[src/rtl/blk_c0e1da_if.sv]
// Handshake bundle for the trace packer: 2-bit entry input, 34-bit frame
// output, flush request/status and the overflow flag.
interface blk_c0e1da_if;
   logic        dct_in_valid;
   logic [1:0]  dct_in_data;
   logic        dct_in_ready;
   logic [29:0] dct_buffer;
   logic [3:0]  dct_count;
   logic        out_valid;
   logic [33:0] out_data;
   logic        out_ready;
   logic        test_ending;
   logic        test_has_ended;
   logic        overflow;

   modport master (
      output dct_in_valid, dct_in_data, out_ready, test_ending,
      input  dct_in_ready, dct_buffer, dct_count, out_valid, out_data,
             test_has_ended, overflow
   );

   modport slave (
      input  dct_in_valid, dct_in_data, out_ready, test_ending,
      output dct_in_ready, dct_buffer, dct_count, out_valid, out_data,
             test_has_ended, overflow
   );
endinterface

[src/rtl/blk_c0e1da.sv]
// Packs 2-bit trace entries into 15-slot frames and emits {count, buffer}
// through a single output register; a flush drains any partial frame.
module blk_c0e1da (
   input  logic         clk,
   input  logic         reset_n,
   blk_c0e1da_if.slave  bus
);
   typedef enum logic [1:0] {ST_RUN, ST_FLUSH, ST_ENDED} state_t;

   state_t      state_q;
   logic [29:0] buffer_q;
   logic [29:0] buffer_d;
   logic [3:0]  count_q;
   logic [3:0]  count_d;
   logic        out_valid_q;
   logic [33:0] out_data_q;
   logic        ended_q;
   logic        overflow_q;

   logic        out_free;
   logic        in_ready;
   logic        accept;
   logic        frame_load;
   logic [3:0]  cnt_base;
   logic [14:0] slot_we;

   // Ready is forced low while reset is held, not just after it.
   assign out_free   = !out_valid_q || bus.out_ready;
   assign in_ready   = reset_n && (state_q == ST_RUN) &&
                       ((count_q != 4'd15) || out_free);
   assign accept     = bus.dct_in_valid && in_ready;
   assign frame_load = out_free &&
                       (((state_q == ST_RUN) && (count_q == 4'd15)) ||
                        ((state_q == ST_FLUSH) && (count_q != 4'd0)));

   // A frame leaving this cycle empties the buffer before the new entry lands.
   assign cnt_base = frame_load ? 4'd0 : count_q;
   assign count_d  = accept ? (cnt_base + 4'd1) : cnt_base;

   genvar gi;
   generate
      for (gi = 0; gi < 15; gi++) begin : g_slot
         assign slot_we[gi] = accept && (cnt_base == 4'(gi));
         assign buffer_d[2*gi+1:2*gi] =
            slot_we[gi] ? bus.dct_in_data :
            (frame_load ? 2'b00 : buffer_q[2*gi+1:2*gi]);
      end
   endgenerate

   always_ff @(posedge clk or negedge reset_n) begin
      if (!reset_n) begin
         state_q     <= ST_RUN;
         buffer_q    <= '0;
         count_q     <= '0;
         out_valid_q <= 1'b0;
         out_data_q  <= '0;
         ended_q     <= 1'b0;
         overflow_q  <= 1'b0;
      end else begin
         buffer_q <= buffer_d;
         count_q  <= count_d;

         if (frame_load) begin
            out_valid_q <= 1'b1;
            out_data_q  <= {count_q, buffer_q};
         end else if (out_valid_q && bus.out_ready) begin
            out_valid_q <= 1'b0;
         end

         case (state_q)
            ST_RUN: begin
               if (bus.dct_in_valid && !in_ready)
                  overflow_q <= 1'b1;
               if (bus.test_ending)
                  state_q <= ST_FLUSH;
            end
            ST_FLUSH: begin
               // Done only once the last partial frame has been taken.
               if ((count_q == 4'd0) && !out_valid_q) begin
                  state_q <= ST_ENDED;
                  ended_q <= 1'b1;
               end
            end
            ST_ENDED: ;
            default: state_q <= ST_RUN;
         endcase
      end
   end

   assign bus.dct_in_ready   = in_ready;
   assign bus.dct_buffer     = buffer_q;
   assign bus.dct_count      = count_q;
   assign bus.out_valid      = out_valid_q;
   assign bus.out_data       = out_data_q;
   assign bus.test_has_ended = ended_q;
   assign bus.overflow       = overflow_q;
endmodule

[src/flat_wrapper.sv]
// flat-port wrapper written by rule: the top's interface ports become plain ports
module blk_c0e1da_flat 
  (clk, reset_n, bus_dct_in_valid, bus_dct_in_data, bus_out_ready, bus_test_ending, bus_dct_in_ready, bus_dct_buffer, bus_dct_count, bus_out_valid, bus_out_data, bus_test_has_ended, bus_overflow);
  blk_c0e1da_if bus_i ();
  input  logic clk;
  input  logic reset_n;
  input wire logic [$bits(bus_i.dct_in_valid)-1:0] bus_dct_in_valid;
  input wire logic [$bits(bus_i.dct_in_data)-1:0] bus_dct_in_data;
  input wire logic [$bits(bus_i.out_ready)-1:0] bus_out_ready;
  input wire logic [$bits(bus_i.test_ending)-1:0] bus_test_ending;
  output wire logic [$bits(bus_i.dct_in_ready)-1:0] bus_dct_in_ready;
  output wire logic [$bits(bus_i.dct_buffer)-1:0] bus_dct_buffer;
  output wire logic [$bits(bus_i.dct_count)-1:0] bus_dct_count;
  output wire logic [$bits(bus_i.out_valid)-1:0] bus_out_valid;
  output wire logic [$bits(bus_i.out_data)-1:0] bus_out_data;
  output wire logic [$bits(bus_i.test_has_ended)-1:0] bus_test_has_ended;
  output wire logic [$bits(bus_i.overflow)-1:0] bus_overflow;
  assign bus_i.dct_in_valid = bus_dct_in_valid;
  assign bus_i.dct_in_data = bus_dct_in_data;
  assign bus_i.out_ready = bus_out_ready;
  assign bus_i.test_ending = bus_test_ending;
  assign bus_dct_in_ready = bus_i.dct_in_ready;
  assign bus_dct_buffer = bus_i.dct_buffer;
  assign bus_dct_count = bus_i.dct_count;
  assign bus_out_valid = bus_i.out_valid;
  assign bus_out_data = bus_i.out_data;
  assign bus_test_has_ended = bus_i.test_has_ended;
  assign bus_overflow = bus_i.overflow;
  blk_c0e1da u_core (.clk(clk), .reset_n(reset_n), .bus(bus_i));
endmodule
[config.mk]
export PLATFORM = sky130hd
export DESIGN_NAME = blk_c0e1da_flat
export DESIGN_NICKNAME = d
export VERILOG_FILES = /design/src/rtl/blk_c0e1da_if.sv /design/src/rtl/blk_c0e1da.sv /design/src/flat_wrapper.sv
export SDC_FILE = /design/constraint.sdc
export NUM_CORES = 1
export LEC_CHECK = 0
export CORE_MARGIN = 2
export CORE_UTILIZATION = 53
export DETAILED_ROUTE_END_ITERATION = 8
export PLACE_DENSITY_LB_ADDON = 0.25
export SLEW_MARGIN = 20
export SYNTH_ARGS = -nofsm -noshare
export SYNTH_HDL_FRONTEND = slang
export SYNTH_SLANG_ARGS = --single-unit
[constraint.sdc]
create_clock -name clk -period 3.3 [get_ports clk]
set_clock_uncertainty 0.05 [all_clocks]
set_input_delay 0.33 -clock clk [delete_from_list [all_inputs] [get_ports clk]]
set_output_delay 0.33 -clock clk [all_outputs]
set_load 0.05 [all_outputs]
# Yosys cells after proc, flatten, opt, wreduce, memory -nomap -nowiden

Cells that the tools add are included.
Widths: inputs -> output; s select.

Add/sub/neg operators: 1
Eq/ne operators: 20
Muxes and demuxes: 23
Bitwise logic cells: 1
Reduce and logical (&&, ||, !) cells: 52

Operators by type and width:

| operator            | count |
|---|---|
| $mux 2              | 18 |
| $eq 4x4->1 const B  | 8 |
| $reduce_bool 2->1   | 16 |
| $logic_and 1x1->1   | 24 |
| $eq 4x3->1 const B  | 4 |
| $eq 4x2->1 const B  | 2 |
| $logic_not 4->1     | 2 |
| $mux 4              | 2 |
| $pmux 2 s3          | 1 |
| $add 4x1->4 const B | 1 |
| $eq 4x1->1 const B  | 1 |
| $ne 2x2->1 const B  | 2 |
| $ne 4x4->1 const B  | 1 |
| $reduce_and 2->1    | 2 |
| $reduce_bool 4->1   | 1 |
| $logic_or 1x1->1    | 3 |
| $reduce_and 3->1    | 1 |
| $eq 2x1->1 const B  | 1 |
| $eq 2x2->1 const B  | 1 |
| $logic_not 1->1     | 2 |
| $logic_not 2->1     | 1 |
| $mux 1              | 2 |
| $not 1->1           | 1 |

Register bits after elaboration: 73
Input port bits: 7
Output and inout port bits: 72
Word-level logic and storage cells: 118

# Logic depth before layout (Yosys ltp)

Gate-level depths: netlist of run 1.

Depth in word-level cells: 8
Gate-level depth with buffers: 7
Depth with buffers taken out: 4

# Worst setup path after synthesis of run 1

No wires, ideal clock.

Path type: register to output
From: reg u_core.count_q[1] (netlist: u_core.bus.dct_count[1])
To: out bus_dct_in_ready
Data arrival time: 2.669 ns
Data required time: 2.920 ns
Path slack: 0.251 ns
Stages on the path, launching flop included: 5
Path buffers: 1
Path through: dfrtp_1 buf_2 nand4_1 nor2_1 nor4b_1

Cells in the longest elaborated chain, start to end: 3

RTL lines:

| item                   | RTL line           | source |
|---|---|---|
| start, declared        | blk_c0e1da.sv:13   | `logic [3:0] count_q;` |
| start signal, assigned | blk_c0e1da.sv:61   | `count_q <= count_d;` |
| $ne 4x4->1             | blk_c0e1da.sv:30   | `((count_q != 4'd15) \|\| out_free);` |
| $logic_or 1x1->1       | blk_c0e1da.sv:30   |  |
| $logic_and 1x1->1      | blk_c0e1da.sv:29   | `assign in_ready = reset_n && (state_q == ST_RUN) &&` |
| end, declared          | flat_wrapper.sv:11 | `output wire logic [$bits(bus_i.dct_in_ready)-1:0] bus_dct_in_ready;` |

No other way between the ends.

# Worst setup path after layout of run 1

From: in reset_n
To: out bus_dct_in_ready

Cells in the longest elaborated chain, start to end: 2

RTL lines:

| item                            | RTL line          | source |
|---|---|---|
| start, declared                 | flat_wrapper.sv:6 | `input logic reset_n;` |
| $logic_and 1x1->1 (2 in series) | blk_c0e1da.sv:29  |  |

No other way between the ends.

==> results of run 1 <==
how the worst max path moves through the flow:
stage	endpoint	slack, ns	cells past startpoint
floorplan	bus_dct_in_ready	0.25	4
global placement	bus_dct_in_ready	0.71	5
detailed placement	bus_dct_in_ready	0.66	5
CTS	bus_dct_in_ready	0.38	4
global route	bus_dct_in_ready	0.27	4
finish	bus_dct_in_ready	0.41	4
synth_stat cells (2+ instances only):
cell / n / area [µm²]
mux2i_1: 14 / 140
nor2_1: 24 / 90.1
nand2_1: 15 / 56.3
or2_1: 2 / 12.5
nand3_1: 10 / 50.1
nor4b_1: 2 / 17.5
buf_6: 4 / 45.0
dfrtp_1: 73 / 1830
mux2_2: 6 / 67.6
nand4_1: 3 / 18.8
nor2b_1: 5 / 31.3
mux2_4: 25 / 375
and3_1: 2 / 12.5
clkbuf_1: 5 / 18.8
a32o_1: 3 / 30.0
a21oi_1: 8 / 40.0
o21ai_0: 18 / 90.1
a211oi_1: 2 / 15.0
nand2b_1: 2 / 12.5
inv_1: 5 / 18.8
o2bb2ai_1: 6 / 52.6
buf_2: 6 / 30.0
worst reg2reg max path: stages, from the launching register on:
cell and delay, ns:
dfrtp_1 0.56, o31a_1 0.37, a21oi_2 0.22, or2_2 0.81, mux2_2 0.45
flip-flops by register name (all words and copies together) (netlist names):
| name | count |
|---|---|
| u_core.bus.dct_buffer | 30 |
| u_core.state_q | 2 |
| u_core.bus.test_has_ended | 1 |
| u_core.bus.out_valid | 1 |
| u_core.bus.out_data | 34 |
| u_core.bus.dct_count | 4 |
| u_core.bus.overflow | 1 |
stage by stage:
| step | power, mW | setup slack, ns |
|---|---|---|
| after floorplan | 2.24 | 0.251 |
| after global placement | 2.60 | 0.713 |
| after detailed placement | 2.63 | 0.665 |
| after CTS | 3.43 | 0.379 |
| after global routing | 3.57 | 0.270 |
| final | 3.41 | 0.409 |
cell families (layout without fill, tap and decap cells):
family	count (synthesis)	count (layout)
and+or+nand+nor	74	74
DFF	73	73
AOI/OAI and AO/OA	47	47
muxes	45	45
buffers and inverters	21	104
xor gates and xnor gates	2	2
per-layer routing:
metal / GRT usage / share of wire / up-vias / routed length (µm)
li1: - / - / 1088 / -
met1: 0.312 / 0.46 / 1182 / 3260
met2: 0.351 / 0.48 / 78 / 3400
met3: 0.0598 / 0.053 / 10 / 377
met4: 0.0721 / 0.0085 / 0 / 60
met5: 0 / 0 / - / 0
power by group through the flow:
stage / combinational, mW / clock (mW) / sequential, mW
final: 1.42 / 0.790 / 1.20
after global routing: 1.50 / 0.841 / 1.23
after CTS: 1.43 / 0.802 / 1.20
after detailed placement: 1.42 / 0 / 1.21
after global placement: 1.40 / 0 / 1.21
after floorplan: 0.640 / 0 / 1.60
final cells by class:
type	instances	area (µm²)
Inverter	5	18.8
Clock inverter	5	77.6
Fill cell	439	1640
Sequential cell	73	1830
Clock buffer	11	151
Tap cell	75	93.8
Timing Repair Buffer	83	818
Multi-Input combinational cell	168	1330
==> metrics.cfg, run 1 <==
[status]
outcome=finished, final reports clean

[sta]
rsz0062_at_grt=false
max_slew_margin=0.343
finalHoldViolCount=0
drv_slew=0
timing.hold.ws_ns=0.408
tns_ns=0
setup_viol=0
tightest_slew_ns=0.986
fin_crit_ns=2.89
finalCritPeriodShare=0.876
fmax_mhz=346

[global_route]
grt_pass1_vias=2273
grt_overflow=0
grt_usage=0.226
antenna_found_initial=0
grt_first_pass_wirelength_um=11600
grt_max_degree=45

[clock_network]
cts-htree-levels=3
postCtsResizedCells=0
postCtsHoldBufs=1
clock_latency_ns=0.34
cts_buffer_depth=2
clk_pin_slew_ns=0.07
cts_tree=done
cts.sinks=73
cts_buffers=9
post_cts_buffers=0
root_buffer=clkbuf_8

[setup_path]
r2r_setup_slack_ns=0.73
critical-path-max-stage-delay_ns=0.88
critical_path_buf_inv_count=3
path_delay_family=buffers and inverters
critPathArrivalTime_ns=2.51
crit_path_start=reset_n
rr_endpoint=u_core.bus.out_data[2]
critical_path.slowest_cell=clkdlybuf4s50_1
reg2regPathDepth=4
crit_fanout=33
cp.required_ns=2.92
path_cells=dlygate4sd3_1, buf_4, nor4b_1, clkdlybuf4s50_1
crit_type=input pin to output pin
r2r-start=u_core.bus.dct_count[2]
endpoint_kind=output pin
start_kind=input pin

[floorplanning]
start_util=0.550
fp-row-count=28
core_area_um2=5960
design.portCount=79
dieHeight_um=82.6
die_x_um=82.6
dieArea_um2=6830

[final_layout]
final_common_cell=clkdlybuf4s50_1
num_antenna_cells=0
final_cell_mix=77 x clkdlybuf4s50_1, 73 x dfrtp_1, 25 x mux2_4
syn_to_final_growth_pct=31.7
post-route-cell-area_um2=4320
final_util=0.725
nNetsFinal=347
final_layout_size_suffix_gt1_frac=0.171
stdcell_count=420

[logic_synthesis]
synth_edf_count=0
synth_fa_ha_area_frac=0
syn-cell-area_um2=3280
synth_top_family_by_area=multiplexers
yosysWarnings=0
synth_ff_type=dfrtp_1
synth.yosys.seq_area_share=0.558
synth.distinct_cells=44
syn-instance-count=262
synth_seq_cells=73
synth_area_per_cell_um2=12.5
async_flop_share=1.00
syn_nets=269
synth_xor_area_frac=0.00535
synth_compound_area_frac=0.101
synth-simple-area-share=0.121
synth_mux_area_frac=0.178

[placed_design]
place_area_um2=4080
gp_congestion=0.890
io_buffers=78
hpwl_um=4850
place_inst=403

[detailed_routing]
ant_nets=0
wirelength_um=7090
route.vias.total=2358
viasPerCell=5.61
post-route-drc-count=0
drt-initial-drc-count=169
dr.pass1.iters=4
routedWlPerCell_um=16.9

[power_and_ir_drop]
clkPwrFrac=0.232
power.internal_mw=2.01
vdd_drop_max_uv=595
power_frac_comb=0.417
p_leak_nw=2.00
p_sw_mw=1.40
seqPwrFrac=0.351
switching_share=0.410
pwr_density_cell_nw_per_um2=790

[hold_path]
hold_path_class=input pin to asynchronous set/reset pin

[job]
max_cap_violations=0

No activity file was read; power rests on OpenSTA's default activity.
==> inputs of run 2 (changes only) <==
Settings changed: CTS_CLUSTER_DIAMETER set to 80.
==> results of run 2 <==
No change in the layout: final DEF, timing and power equal those of run 1.
==> inputs of run 3 (changes only) <==
Settings changed: CORE_ASPECT_RATIO set to 0.9, SETUP_SLACK_MARGIN set to 0.4.
==> run 3 against run 2 <==
Compared with the run above: combinational power hardly changed; register-to-register slack better by 0.05 ns; core utilization down 1.1 points; largest cell class unchanged; global-route usage is 0.45 points lower; die area about the same; critical endpoint unchanged; highest routed layer unchanged; power about the same; cell area hardly changed; critical path depth is the same; sequential share of layout area about the same.
==> metrics.cfg, run 3 (same netlist as run 1, synthesis figures left out) <==
[sta]
finalHoldViolCount=0
tightest_slew_ns=0.982
fmax_mhz=373
setup_viol=0
drv_slew=0
max_slew_margin=0.345
fin_crit_ns=2.68
finalCritPeriodShare=0.813
rsz0062_at_grt=false
fin_ws_ns=0.618
tns_ns=0

[global_route]
grt_use_met1=0.327
grt_usage=0.222
grt_max_degree=57
antenna_found_initial=0
top_usage_layer=met1
grt_pass1_vias=2230
use_met2=0.315
grt_overflow=0
grt.met3_usage=0.0589
grt_first_pass_wirelength_um=11500

[placed_design]
hpwl_um=4590
io_buffers=78
gp_congestion=0.833
place_area_um2=4080
dp_slack_ns=0.758

[hold_path]
hold_path_class=input pin to asynchronous set/reset pin

[floorplanning]
dieHeight_um=78.6
start_util=0.542
die_x_um=86.9
design.portCount=79
core_area_um2=6050
dieArea_um2=6830
fp-row-count=27

[detailed_routing]
ant_nets=0
routedWlPerCell_um=17.0
route.vias.total=2336
post-route-drc-count=0
dr.pass1.iters=4
viasPerCell=5.60
wirelength_um=7090
drt-initial-drc-count=296

[clock_network]
post_cts_buffers=0
cts_buffers=9
cts-htree-levels=3
clock_latency_ns=0.35
postCtsHoldBufs=1
cts_buffer_depth=2
postCtsResizedCells=0
cts.sinks=73
root_buffer=clkbuf_8
clk_pin_slew_ns=0.08
cts_tree=done

[status]
outcome=finished, final reports clean

[power_and_ir_drop]
p_leak_nw=2.00
pwr_density_cell_nw_per_um2=790
vdd_drop_max_uv=477

[final_layout]
syn_to_final_growth_pct=31.8
final_cell_mix=77 x clkdlybuf4s50_1, 73 x dfrtp_1, 25 x mux2_4
final_layout_size_suffix_gt1_frac=0.174
post-route-cell-area_um2=4320
final_common_cell=clkdlybuf4s50_1
largest_register_ffs=34
num_antenna_cells=0
nNetsFinal=347

[setup_path]
crit_fanout=17
cp.required_ns=2.92
critPathArrivalTime_ns=2.30
endpoint_kind=output pin
start_kind=flop
crit_type=flop to output pin

[job]
max_cap_violations=0

[run 3: cell count changes in the layout (fill, tap and decap cells not counted)]
cell | previous run | this run
clkinv_2 | 2 | 1
clkbuf_8 | 11 | 10
inv_6 | 0 | 1
nor4b_1 | 2 | 1
clkinv_4 | 0 | 1
nor4b_2 | 1 | 2
[run 3: layer usage]
| layer | up-vias | part of all wire |
|---|---|---|
| met3 | 8 | 0.049 |
| met2 | 71 | 0.45 |
| met1 | 1165 | 0.48 |
| met4 | 0 | 0.012 |
| li1 | 1092 | - |
| met5 | - | 0 |
[run 3: report_power, final]
part           internal [mW]  switching (mW)
Combinational          0.511           0.902
Clock                  0.449           0.346
Sequential              1.04           0.166
[run 3: critical path: stages, from the launching register on]
cell and delay (ns):
dfrtp_1 0.60, nand4_1 0.19, nor2_1 0.06, nor4b_2 0.25, clkdlybuf4s50_1 0.85
[run 3: per-stage QoR]
step / util / power [mW] / hold slack (ns) / cells
6_report: 0.714 / 3.41 / 0.345 / 417
5_1_grt: 0.714 / 3.56 / 0.349 / 417
4_1_cts: 0.714 / 3.43 / 0.345 / 417
3_5_place_dp: 0.675 / 2.63 / 0.179 / 400
3_3_place_gp: 0.675 / 2.61 / 0.177 / 400
2_1_floorplan: - / 2.24 / -0.0156 / 262
[run 3: cell type report]
cell class	count	area, µm²
fill	426	1730
clock inverter	6	90.1
tap	72	90.1
timing repair buffer	83	818
multi-input combinational	168	1340
sequential	73	1830
inverter	5	18.8
clock buffer	10	138
[run 3: path summary, 6_finish.rpt]
path                                           start                        end  slack (ns)  depth (start not counted)
min                                          reset_n    u_core.bus.out_data[30]        0.35                          2
max in group asynchronous                    reset_n    u_core.bus.out_data[25]        1.89                          3
min in group clk           u_core.bus.test_has_ended  u_core.bus.test_has_ended        0.42                          1
max reg2reg                  u_core.bus.dct_count[2]     u_core.bus.out_data[2]        0.78                          4
max                          u_core.bus.dct_count[3]           bus_dct_in_ready        0.62                          4
min reg2reg                u_core.bus.test_has_ended  u_core.bus.test_has_ended        0.42                          1
